`config.mk`:
```
export PLATFORM = sky130hd
export DESIGN_NAME = e203_exu_bjp_rslv_flat
export DESIGN_NICKNAME = d
export VERILOG_FILES = /design/src/rtl/e203_exu_bjp_rslv_pkg.sv /design/src/rtl/e203_exu_bjp_rslv_if.sv /design/src/rtl/e203_exu_bjp_rslv_tgt.sv /design/src/rtl/e203_exu_bjp_rslv.sv /design/src/flat_wrapper.sv
export SDC_FILE = /design/constraint.sdc
export NUM_CORES = 1
export LEC_CHECK = 0
export CAP_MARGIN = 40
export CORE_ASPECT_RATIO = 1.5
export CORE_MARGIN = 1.5
export CORE_UTILIZATION = 35
export DETAILED_ROUTE_END_ITERATION = 8
export HOLD_SLACK_MARGIN = 0.1
export PLACE_DENSITY = 0.79
export SLEW_MARGIN = 20
export SYNTH_ARGS = -nofsm -noshare
export SYNTH_HDL_FRONTEND = slang
export SYNTH_SLANG_ARGS = --single-unit
```
`constraint.sdc`:
```
create_clock -name clk -period 2.4 [get_ports clk]
set_input_delay 0.48 -clock clk [delete_from_list [all_inputs] [get_ports clk]]
set_output_delay 0.48 -clock clk [all_outputs]
set_load 0.01 [all_outputs]
```
`src/rtl/e203_exu_bjp_rslv_pkg.sv`:
```
// Shared widths, FSM encoding and mispredict helper for the BJP commit resolver.
package e203_exu_bjp_rslv_pkg;

  localparam int PC_W_DFLT  = 32;
  localparam int CNT_W_DFLT = 16;

  typedef enum logic {
    ST_IDLE  = 1'b0,
    ST_FLUSH = 1'b1
  } rslv_state_e;

  function automatic logic is_mispred(input logic bjp, input logic prdt, input logic rslv);
    return bjp & (prdt ^ rslv);
  endfunction

endpackage

```
`src/rtl/e203_exu_bjp_rslv_if.sv`:
```
// Commit-side, CSR, IFU flush and perf-counter signals of the BJP commit resolver.
interface e203_exu_bjp_rslv_if #(
  parameter int PC_W  = 32,
  parameter int CNT_W = 16
);
  logic             cmt_i_valid;
  logic             cmt_i_ready;
  logic             cmt_i_bjp;
  logic             cmt_i_mret;
  logic             cmt_i_dret;
  logic             cmt_i_fencei;
  logic             cmt_i_prdt;
  logic             cmt_i_rslv;
  logic             cmt_i_rv32;
  logic [PC_W-1:0]  cmt_i_pc;
  logic [PC_W-1:0]  cmt_i_imm;
  logic [PC_W-1:0]  csr_epc_r;
  logic [PC_W-1:0]  csr_dpc_r;
  logic             flush_req;
  logic             flush_ack;
  logic [PC_W-1:0]  flush_add_op1;
  logic [PC_W-1:0]  flush_add_op2;
  logic             flush_busy;
  logic [CNT_W-1:0] mispred_cnt;
  logic             mispred_clr;

  modport master (
    output cmt_i_valid, cmt_i_bjp, cmt_i_mret, cmt_i_dret, cmt_i_fencei,
           cmt_i_prdt, cmt_i_rslv, cmt_i_rv32, cmt_i_pc, cmt_i_imm,
           csr_epc_r, csr_dpc_r, flush_ack, mispred_clr,
    input  cmt_i_ready, flush_req, flush_add_op1, flush_add_op2,
           flush_busy, mispred_cnt
  );

  modport slave (
    input  cmt_i_valid, cmt_i_bjp, cmt_i_mret, cmt_i_dret, cmt_i_fencei,
           cmt_i_prdt, cmt_i_rslv, cmt_i_rv32, cmt_i_pc, cmt_i_imm,
           csr_epc_r, csr_dpc_r, flush_ack, mispred_clr,
    output cmt_i_ready, flush_req, flush_add_op1, flush_add_op2,
           flush_busy, mispred_cnt
  );

endinterface

```
`src/rtl/e203_exu_bjp_rslv_tgt.sv`:
```
// Redirect target selection: flush decision and adder operands, dret > mret > fencei > branch.
// Purely combinational.
module e203_exu_bjp_rslv_tgt
  import e203_exu_bjp_rslv_pkg::*;
#(
  parameter int PC_W = PC_W_DFLT
) (
  input  logic            i_bjp,
  input  logic            i_mret,
  input  logic            i_dret,
  input  logic            i_fencei,
  input  logic            i_prdt,
  input  logic            i_rslv,
  input  logic            i_rv32,
  input  logic [PC_W-1:0] i_pc,
  input  logic [PC_W-1:0] i_imm,
  input  logic [PC_W-1:0] i_epc,
  input  logic [PC_W-1:0] i_dpc,
  output logic            o_need_flush,
  output logic            o_mispred,
  output logic [PC_W-1:0] o_op1,
  output logic [PC_W-1:0] o_op2
);

  logic [PC_W-1:0] w_ilen;

  assign w_ilen       = i_rv32 ? PC_W'(4) : PC_W'(2);
  assign o_mispred    = is_mispred(i_bjp, i_prdt, i_rslv);
  assign o_need_flush = i_dret | i_mret | i_fencei | o_mispred;

  always_comb begin
    o_op1 = i_pc;
    o_op2 = '0;
    if (i_dret) begin
      o_op1 = i_dpc;
    end else if (i_mret) begin
      o_op1 = i_epc;
    end else if (i_fencei) begin
      o_op2 = w_ilen;
    end else if (o_mispred) begin
      // Resolved taken jumps to pc+imm; resolved not-taken falls through.
      o_op2 = i_rslv ? i_imm : w_ilen;
    end
  end

endmodule

```
`src/rtl/e203_exu_bjp_rslv.sv`:
```
// Commit-stage flush resolver: registers a redirect one cycle after a flushing commit and
// holds it (ready low, commits ignored) until the IFU acks; also counts branch mispredicts.
module e203_exu_bjp_rslv
  import e203_exu_bjp_rslv_pkg::*;
#(
  parameter int PC_W  = PC_W_DFLT,
  parameter int CNT_W = CNT_W_DFLT
) (
  input  logic                  clk,
  input  logic                  rst,
  e203_exu_bjp_rslv_if.slave    bus
);

  rslv_state_e      r_state;
  logic [PC_W-1:0]  r_op1;
  logic [PC_W-1:0]  r_op2;
  logic [CNT_W-1:0] r_cnt;

  logic             w_accept;
  logic             w_need_flush;
  logic             w_mispred;
  logic [PC_W-1:0]  w_op1;
  logic [PC_W-1:0]  w_op2;

  e203_exu_bjp_rslv_tgt #(.PC_W(PC_W)) u_tgt (
    .i_bjp        (bus.cmt_i_bjp),
    .i_mret       (bus.cmt_i_mret),
    .i_dret       (bus.cmt_i_dret),
    .i_fencei     (bus.cmt_i_fencei),
    .i_prdt       (bus.cmt_i_prdt),
    .i_rslv       (bus.cmt_i_rslv),
    .i_rv32       (bus.cmt_i_rv32),
    .i_pc         (bus.cmt_i_pc),
    .i_imm        (bus.cmt_i_imm),
    .i_epc        (bus.csr_epc_r),
    .i_dpc        (bus.csr_dpc_r),
    .o_need_flush (w_need_flush),
    .o_mispred    (w_mispred),
    .o_op1        (w_op1),
    .o_op2        (w_op2)
  );

  assign w_accept          = bus.cmt_i_valid & (r_state == ST_IDLE);
  assign bus.cmt_i_ready   = (r_state == ST_IDLE);
  assign bus.flush_req     = (r_state == ST_FLUSH);
  assign bus.flush_busy    = (r_state == ST_FLUSH);
  assign bus.flush_add_op1 = r_op1;
  assign bus.flush_add_op2 = r_op2;
  assign bus.mispred_cnt   = r_cnt;

  always_ff @(posedge clk or posedge rst) begin
    if (rst) begin
      r_state <= ST_IDLE;
      r_op1   <= '0;
      r_op2   <= '0;
    end else begin
      case (r_state)
        ST_IDLE: begin
          if (w_accept && w_need_flush) begin
            r_state <= ST_FLUSH;
            r_op1   <= w_op1;
            r_op2   <= w_op2;
          end
        end
        ST_FLUSH: begin
          if (bus.flush_ack) begin
            r_state <= ST_IDLE;
          end
        end
        default: r_state <= ST_IDLE;
      endcase
    end
  end

  // Clear wins over a concurrent increment; the count sticks at all-ones.
  always_ff @(posedge clk or posedge rst) begin
    if (rst) begin
      r_cnt <= '0;
    end else if (bus.mispred_clr) begin
      r_cnt <= '0;
    end else if (w_accept && w_mispred && !(&r_cnt)) begin
      r_cnt <= r_cnt + 1'b1;
    end
  end

endmodule

```
`src/flat_wrapper.sv`:
```
// flat-port wrapper written by rule: the top's interface ports become plain ports
module e203_exu_bjp_rslv_flat import e203_exu_bjp_rslv_pkg::*;
#(
  parameter int PC_W  = PC_W_DFLT,
  parameter int CNT_W = CNT_W_DFLT
)
  (clk, rst, bus_cmt_i_valid, bus_cmt_i_bjp, bus_cmt_i_mret, bus_cmt_i_dret, bus_cmt_i_fencei, bus_cmt_i_prdt, bus_cmt_i_rslv, bus_cmt_i_rv32, bus_cmt_i_pc, bus_cmt_i_imm, bus_csr_epc_r, bus_csr_dpc_r, bus_flush_ack, bus_mispred_clr, bus_cmt_i_ready, bus_flush_req, bus_flush_add_op1, bus_flush_add_op2, bus_flush_busy, bus_mispred_cnt);
  e203_exu_bjp_rslv_if #(.PC_W(PC_W), .CNT_W(CNT_W)) bus_i ();
  input  logic clk;
  input  logic rst;
  input wire logic [$bits(bus_i.cmt_i_valid)-1:0] bus_cmt_i_valid;
  input wire logic [$bits(bus_i.cmt_i_bjp)-1:0] bus_cmt_i_bjp;
  input wire logic [$bits(bus_i.cmt_i_mret)-1:0] bus_cmt_i_mret;
  input wire logic [$bits(bus_i.cmt_i_dret)-1:0] bus_cmt_i_dret;
  input wire logic [$bits(bus_i.cmt_i_fencei)-1:0] bus_cmt_i_fencei;
  input wire logic [$bits(bus_i.cmt_i_prdt)-1:0] bus_cmt_i_prdt;
  input wire logic [$bits(bus_i.cmt_i_rslv)-1:0] bus_cmt_i_rslv;
  input wire logic [$bits(bus_i.cmt_i_rv32)-1:0] bus_cmt_i_rv32;
  input wire logic [$bits(bus_i.cmt_i_pc)-1:0] bus_cmt_i_pc;
  input wire logic [$bits(bus_i.cmt_i_imm)-1:0] bus_cmt_i_imm;
  input wire logic [$bits(bus_i.csr_epc_r)-1:0] bus_csr_epc_r;
  input wire logic [$bits(bus_i.csr_dpc_r)-1:0] bus_csr_dpc_r;
  input wire logic [$bits(bus_i.flush_ack)-1:0] bus_flush_ack;
  input wire logic [$bits(bus_i.mispred_clr)-1:0] bus_mispred_clr;
  output wire logic [$bits(bus_i.cmt_i_ready)-1:0] bus_cmt_i_ready;
  output wire logic [$bits(bus_i.flush_req)-1:0] bus_flush_req;
  output wire logic [$bits(bus_i.flush_add_op1)-1:0] bus_flush_add_op1;
  output wire logic [$bits(bus_i.flush_add_op2)-1:0] bus_flush_add_op2;
  output wire logic [$bits(bus_i.flush_busy)-1:0] bus_flush_busy;
  output wire logic [$bits(bus_i.mispred_cnt)-1:0] bus_mispred_cnt;
  assign bus_i.cmt_i_valid = bus_cmt_i_valid;
  assign bus_i.cmt_i_bjp = bus_cmt_i_bjp;
  assign bus_i.cmt_i_mret = bus_cmt_i_mret;
  assign bus_i.cmt_i_dret = bus_cmt_i_dret;
  assign bus_i.cmt_i_fencei = bus_cmt_i_fencei;
  assign bus_i.cmt_i_prdt = bus_cmt_i_prdt;
  assign bus_i.cmt_i_rslv = bus_cmt_i_rslv;
  assign bus_i.cmt_i_rv32 = bus_cmt_i_rv32;
  assign bus_i.cmt_i_pc = bus_cmt_i_pc;
  assign bus_i.cmt_i_imm = bus_cmt_i_imm;
  assign bus_i.csr_epc_r = bus_csr_epc_r;
  assign bus_i.csr_dpc_r = bus_csr_dpc_r;
  assign bus_i.flush_ack = bus_flush_ack;
  assign bus_i.mispred_clr = bus_mispred_clr;
  assign bus_cmt_i_ready = bus_i.cmt_i_ready;
  assign bus_flush_req = bus_i.flush_req;
  assign bus_flush_add_op1 = bus_i.flush_add_op1;
  assign bus_flush_add_op2 = bus_i.flush_add_op2;
  assign bus_flush_busy = bus_i.flush_busy;
  assign bus_mispred_cnt = bus_i.mispred_cnt;
  e203_exu_bjp_rslv #(.PC_W(PC_W), .CNT_W(CNT_W)) u_core (.clk(clk), .rst(rst), .bus(bus_i));
endmodule
```
---- After elaboration in Yosys (flattened, before gate mapping) ----
Index checks and enable logic that the tools add are counted.
word-level totals
  output and inout bits ................... 83
  bits in registers ....................... 81
operators by class
  multiplexer cells ....................... 13
  reductions and logical operators ........ 7
  $add $sub $neg .......................... 1
  bitwise gates (word level) .............. 7
operators by type and width
  kind                   count
  $mux 32                7
  $mux 16                2
  $add 16x1->16 const B  1
  $reduce_and 16->1      1
  $logic_and 1x1->1      3
  $mux 3                 1
  $or 1x1->1             3
  $and 1x1->1            2
  $mux 1                 2
  $pmux 1 s2             1
  $reduce_and 2->1       1
  $reduce_bool 2->1      1
  $logic_not 1->1        1
  $not 1->1              1
  $xor 1x1->1            1

---- Longest topological paths before layout ----
  depth in word-level cells ............... 6
  depth in mapped cells ................... 7

---- Cells and area by module ----
Synthesis repeated with hierarchy kept, for this count alone.
second synthesis, totals
  cells, all modules ...................... 390
  area, all modules ....................... 4,290.4 µm²
modules (own cells, without submodules)
  module                 area each (µm²)  cells each  seq. area each (µm²)  instances
  e203_exu_bjp_rslv      3,330.7          240         2,026.9               1
  e203_exu_bjp_rslv_tgt  959.7            150         0.0                   1

---- Least setup slack after synthesis ----
OpenSTA, ideal clock, no wires.
  kind .................................... in2reg
  from .................................... in bus_cmt_i_mret
  to ...................................... reg u_core.r_state, in the netlist u_core.bus.flush_busy
  arrival time ............................ 1,817 ps
  setup slack ............................. 453 ps
  stages .................................. 6
  path buffers ............................ 3
  cells stage by stage .................... clkbuf_1 or3_1 a32oi_2 buf_2 buf_2 o21ai_0
between the ends
  longest elaborated chain between the ends .. 6
ends and longest elaborated chain
  item                      line                         text
  start, declared           flat_wrapper.sv:13           input wire logic [$bits(bus_i.cmt_i_mret)-1:0] bus_cmt_i_mret;
  $or 1x1->1 (3 in series)  e203_exu_bjp_rslv_tgt.sv:29  assign o_need_flush = i_dret | i_mret | i_fencei | o_mispred;
  $logic_and 1x1->1         e203_exu_bjp_rslv.sv:59      if (w_accept && w_need_flush) begin
  $mux 1                    e203_exu_bjp_rslv.sv:59
  $pmux 1 s2                e203_exu_bjp_rslv.sv:57      case (r_state)
  end signal, assigned      e203_exu_bjp_rslv.sv:60      r_state <= ST_FLUSH;
  end signal, assigned      e203_exu_bjp_rslv.sv:67      r_state <= ST_IDLE;
  end signal, assigned      e203_exu_bjp_rslv.sv:70      default: r_state <= ST_IDLE;
  end, declared             e203_exu_bjp_rslv.sv:14      rslv_state_e r_state;
Every way passes these cells.
A chain may end at the register's enable or synchronous reset.

---- Worst setup path in the final report ----
  from .................................... in bus_cmt_i_prdt
  to ...................................... reg u_core.r_op2[22], in the netlist u_core.bus.flush_add_op2[22]
between the ends
  longest elaborated chain between the ends .. 6
  elaborated cells on any way between the ends .. 9
  those cells by class .................... mux (4); bitwise (3); reduce/logical (2)
ends and longest elaborated chain
  item                  line                         text
  start, declared       flat_wrapper.sv:16           input wire logic [$bits(bus_i.cmt_i_prdt)-1:0] bus_cmt_i_prdt;
  $xor 1x1->1 *         e203_exu_bjp_rslv_pkg.sv:13  return bjp & (prdt ^ rslv);
  $and 1x1->1 *         e203_exu_bjp_rslv_pkg.sv:13
  $mux 32               e203_exu_bjp_rslv_tgt.sv:40  end else if (o_mispred) begin
  $mux 32               e203_exu_bjp_rslv_tgt.sv:38  end else if (i_fencei) begin
  $mux 32               e203_exu_bjp_rslv_tgt.sv:36  end else if (i_mret) begin
  $mux 32               e203_exu_bjp_rslv_tgt.sv:34  if (i_dret) begin
  end signal, assigned  e203_exu_bjp_rslv.sv:62      r_op2 <= w_op2;
  end, declared         e203_exu_bjp_rslv.sv:16      logic [PC_W-1:0] r_op2;
Every way passes the cells marked *; elsewhere a longest branch is shown, timed or not.

==> reports/qor.csv <==
stage,metric,value,unit
critical_path,worstSetupStartpointType,input pin,
synth,synth-seq-cells,81,
pwr,p_int,3.048,mW
critical_path,arrival,2.45,ns
pwr,p_per_area,620.6,nW/µm²
floorplanning,die-area,11990,µm²
pwr,combPwrFrac,28.4,%
hold_path,whs_path_depth,2,
synth,yosys.area.top_type,dfrtp_1,
critical_path,cp.required,2.67,ns
synth,syn_avg_cell_area,9.891,µm²
hold_path,min_to,u_core.bus.flush_add_op1[2],
global_route,grt_usage,21.78,%
timing,holdWs,0.4781,ns
global_route,grt_max_degree,82,
pwr,p_clk_share,32.4,%
outcome,status,"complete, no violations",
run,cap_violations,0,
drt,routedWlPerCell,16.63,µm
synth,synth_flop_cell,dfrtp_1,
cells_and_area,finish.instance_area,6749,µm²
timing,skew,0.005993,ns
drt,firstDrtPassIters,5,
synth,synth_edf_count,0,
synth,synth-seq-area-share,51.10,%
timing,hold_viol,0,
synth,netlist_area,3966,µm²
timing,tightest_slew,0.6374,ns
timing,slew_viol_final,0,
pwr,switching_share,27.23,%
clock_tree,clock-sinks,81,
cells_and_area,drive_above_1_share,7.803,%
drt,via_count,3920,
synth,yosys-top-cells-count,"81 x dfrtp_1, 41 x a21oi_1, 41 x nor2_1",
place,port_buffers,222,
critical_path,rr_worst_depth,6,
pwr,cellLeakagePower,2.866,nW
global_route,antenna_found_initial,1,
clock_tree,h-tree-depth,3,
place,dp_hpwl,9790,µm
drt,drtAntennaViolNets,0,
clock_tree,clk_pin_slew,0.06,ns
hold_path,hold_path.class,reg -> reg,
critical_path,cp_slowest_cell,clkdlybuf4s50_1,
floorplanning,core_area,11060,µm²
critical_path,worstReg2RegStart,u_core.bus.mispred_cnt[0],
critical_path,cp-end-kind,register,
floorplanning,rows,47,
floorplanning,fp.dieW,89.92,µm
hold_path,min_from,u_core.bus.flush_add_op1[2],
clock_tree,cts_root_buf,clkbuf_16,
timing,rsz0062_at_grt,false,
clock_tree,postCtsSetupBuffers,0,
floorplanning,die_h,133.4,µm
place,place.gp.congestion,0.9054,
critical_path,r2r_end,u_core.bus.mispred_cnt[11],
critical_path,crit_path_cell_trace,clkdlybuf4s50_1 -> xor2_2 -> buf_4 -> nand2_1 -> nor4b_2 -> buf_12 -> a22o_1,
global_route,grt_pass1_vias,4108,
synth,synth.most_common_cell,dfrtp_1,
cells_and_area,syn2layout_area_growth,70.16,%
drt,route.final.wire_length,12910,µm
cells_and_area,fillers,954,
global_route,overflow,0,
timing,max_clock_freq,459.3,MHz
timing,setup_tns,0,ns
cells_and_area,fin_nets,765,
clock_tree,worstSkewPairLatency,0.33,ns
synth,yosysWarnings,0,
drt,drc,0,
pwr,pwr-share-seq,39.3,%
critical_path,crit_type,in -> reg,
timing,timing.final.crit_share,90.72,%
place,place_area,6451,µm²
synth,synth_top_area_share,51.10,%
floorplanning,initial_core_util,35.88,%
critical_path,reg2reg_slack,0.40,ns
critical_path,cp_max_fo,30,
pwr,irDropWorstVdd,391.3,µV
clock_tree,cts_resized,0,
timing,finalSetupViolCount,0,
clock_tree,clockBufferDepth,2,
synth,synthesis.nets,542,
timing,slew_headroom,57.50,%
clock_tree,cts_tree,built,
synth,netlist_instances,401,
cells_and_area,finalNonFillerCells,776,
synth,async_flop_share,100.0,%
synth,synth.distinct_cells,41,
place,placedCellCount,760,
synth,synth_area_leaders,"dfrtp_1 51%, mux2i_1 8.3%, a22o_1 7.1%",
timing,finalCriticalPeriod,2.177,ns
global_route,grt_pass1_wl,20780,µm
drt,first_iter_violations,197,
clock_tree,cts_buffers,9,
clock_tree,cts_hold_buffers,0,
pwr,power_switching,1.141,mW
drt,via_per_inst,5.052,
floorplanning,pin_count,223,
critical_path,slowest_delay,0.57,ns
registers in the layout, summed over array words and instances (netlist names):
name and count:
u_core.bus.flush_add_op1 32, u_core.bus.flush_add_op2 32, u_core.bus.mispred_cnt 16, u_core.bus.flush_busy 1
cells by family (layout without fill, tap and decap cells):
kind of cell,after synthesis,count (layout),synth area share (%)
AO/OA/AOI/OAI,121,121,19.37
XOR/XNOR,1,1,0.4102
adder cells (fa/ha/maj),1,1,0.3154
buffers and inverters,36,263,3.817
flip-flops,81,81,51.10
multiplexers,39,39,10.03
other,0,1,0
AND/OR/NAND/NOR,122,122,14.95
per-layer routing:
layer	routed length (µm)	up-vias	GRT usage (%)
li1	-	1898	-
met1	5066	1857	24.82
met2	6723	143	38.68
met3	777	22	5.251
met4	339	0	9.524
met5	0	-	0
worst max-delay path, delay by kind of cell:
kind	cells	cell delay (ns)
AO/OA/AOI/OAI	1	0.15
XOR/XNOR	1	0.17
AND/OR/NAND/NOR	2	0.67
buffers and inverters	3	0.98
cells in the final DEF, fill, tap and decap left out, drive strengths merged, types with 6 or more instances in the layout:
| cell | count |
|---|---|
| clkbuf | 10 |
| dfrtp | 81 |
| nor4 | 6 |
| inv | 6 |
| a22o | 32 |
| or4 | 6 |
| nand2 | 39 |
| buf | 21 |
| mux2 | 6 |
| a21oi | 41 |
| clkdlybuf4s50 | 220 |
| nor2 | 41 |
| mux2i | 33 |
| nor2b | 6 |
| o21ai | 36 |
layout make-up:
type	count	area [µm²]	share of cell area, %
clock inverter	5	56.30	0.8343
sequential	81	2027	30.03
multi-input combinational	284	1805	26.75
inverter	7	30.03	0.4449
timing repair buffer	241	2405	35.63
antenna	1	2.502	0.03708
tap	147	183.9	2.725
clock buffer	10	239.0	3.541
power groups by stage:
stage                     clock, mW  combinational (mW)  sequential [mW]
after floorplan                   0               0.337             1.75
after global placement            0                1.17             1.66
after detailed placement          0                1.20             1.67
after CTS                      1.38                1.20             1.65
after global routing           1.44                1.28             1.67
final                          1.36                1.19             1.65
metrics by stage:
step	utilization [%]	total power, mW	worst slack (ns)
6_report	61.05	4.188	0.2228
5_1_grt	61.05	4.391	0.1009
4_1_cts	61.02	4.231	0.2470
3_5_place_dp	58.35	2.866	-0.09265
3_3_place_gp	58.35	2.828	-0.06460
2_1_floorplan	-	2.087	0.4531
how the worst max path moves through the flow:
stage          cells past startpoint  slack, ns                      endpoint      startpoint
5_1_grt                            7       0.10  u_core.bus.flush_add_op2[20]  bus_cmt_i_prdt
3_3_place_gp                       6      -0.06    u_core.bus.mispred_cnt[14]  bus_cmt_i_prdt
4_1_cts                            7       0.25   u_core.bus.flush_add_op2[6]  bus_cmt_i_prdt
6_report                           7       0.22  u_core.bus.flush_add_op2[22]  bus_cmt_i_prdt
2_1_floorplan                      6       0.45         u_core.bus.flush_busy  bus_cmt_i_mret
3_5_place_dp                       7      -0.09    u_core.bus.mispred_cnt[13]  bus_cmt_i_prdt
(Power assumes the default switching activity.)
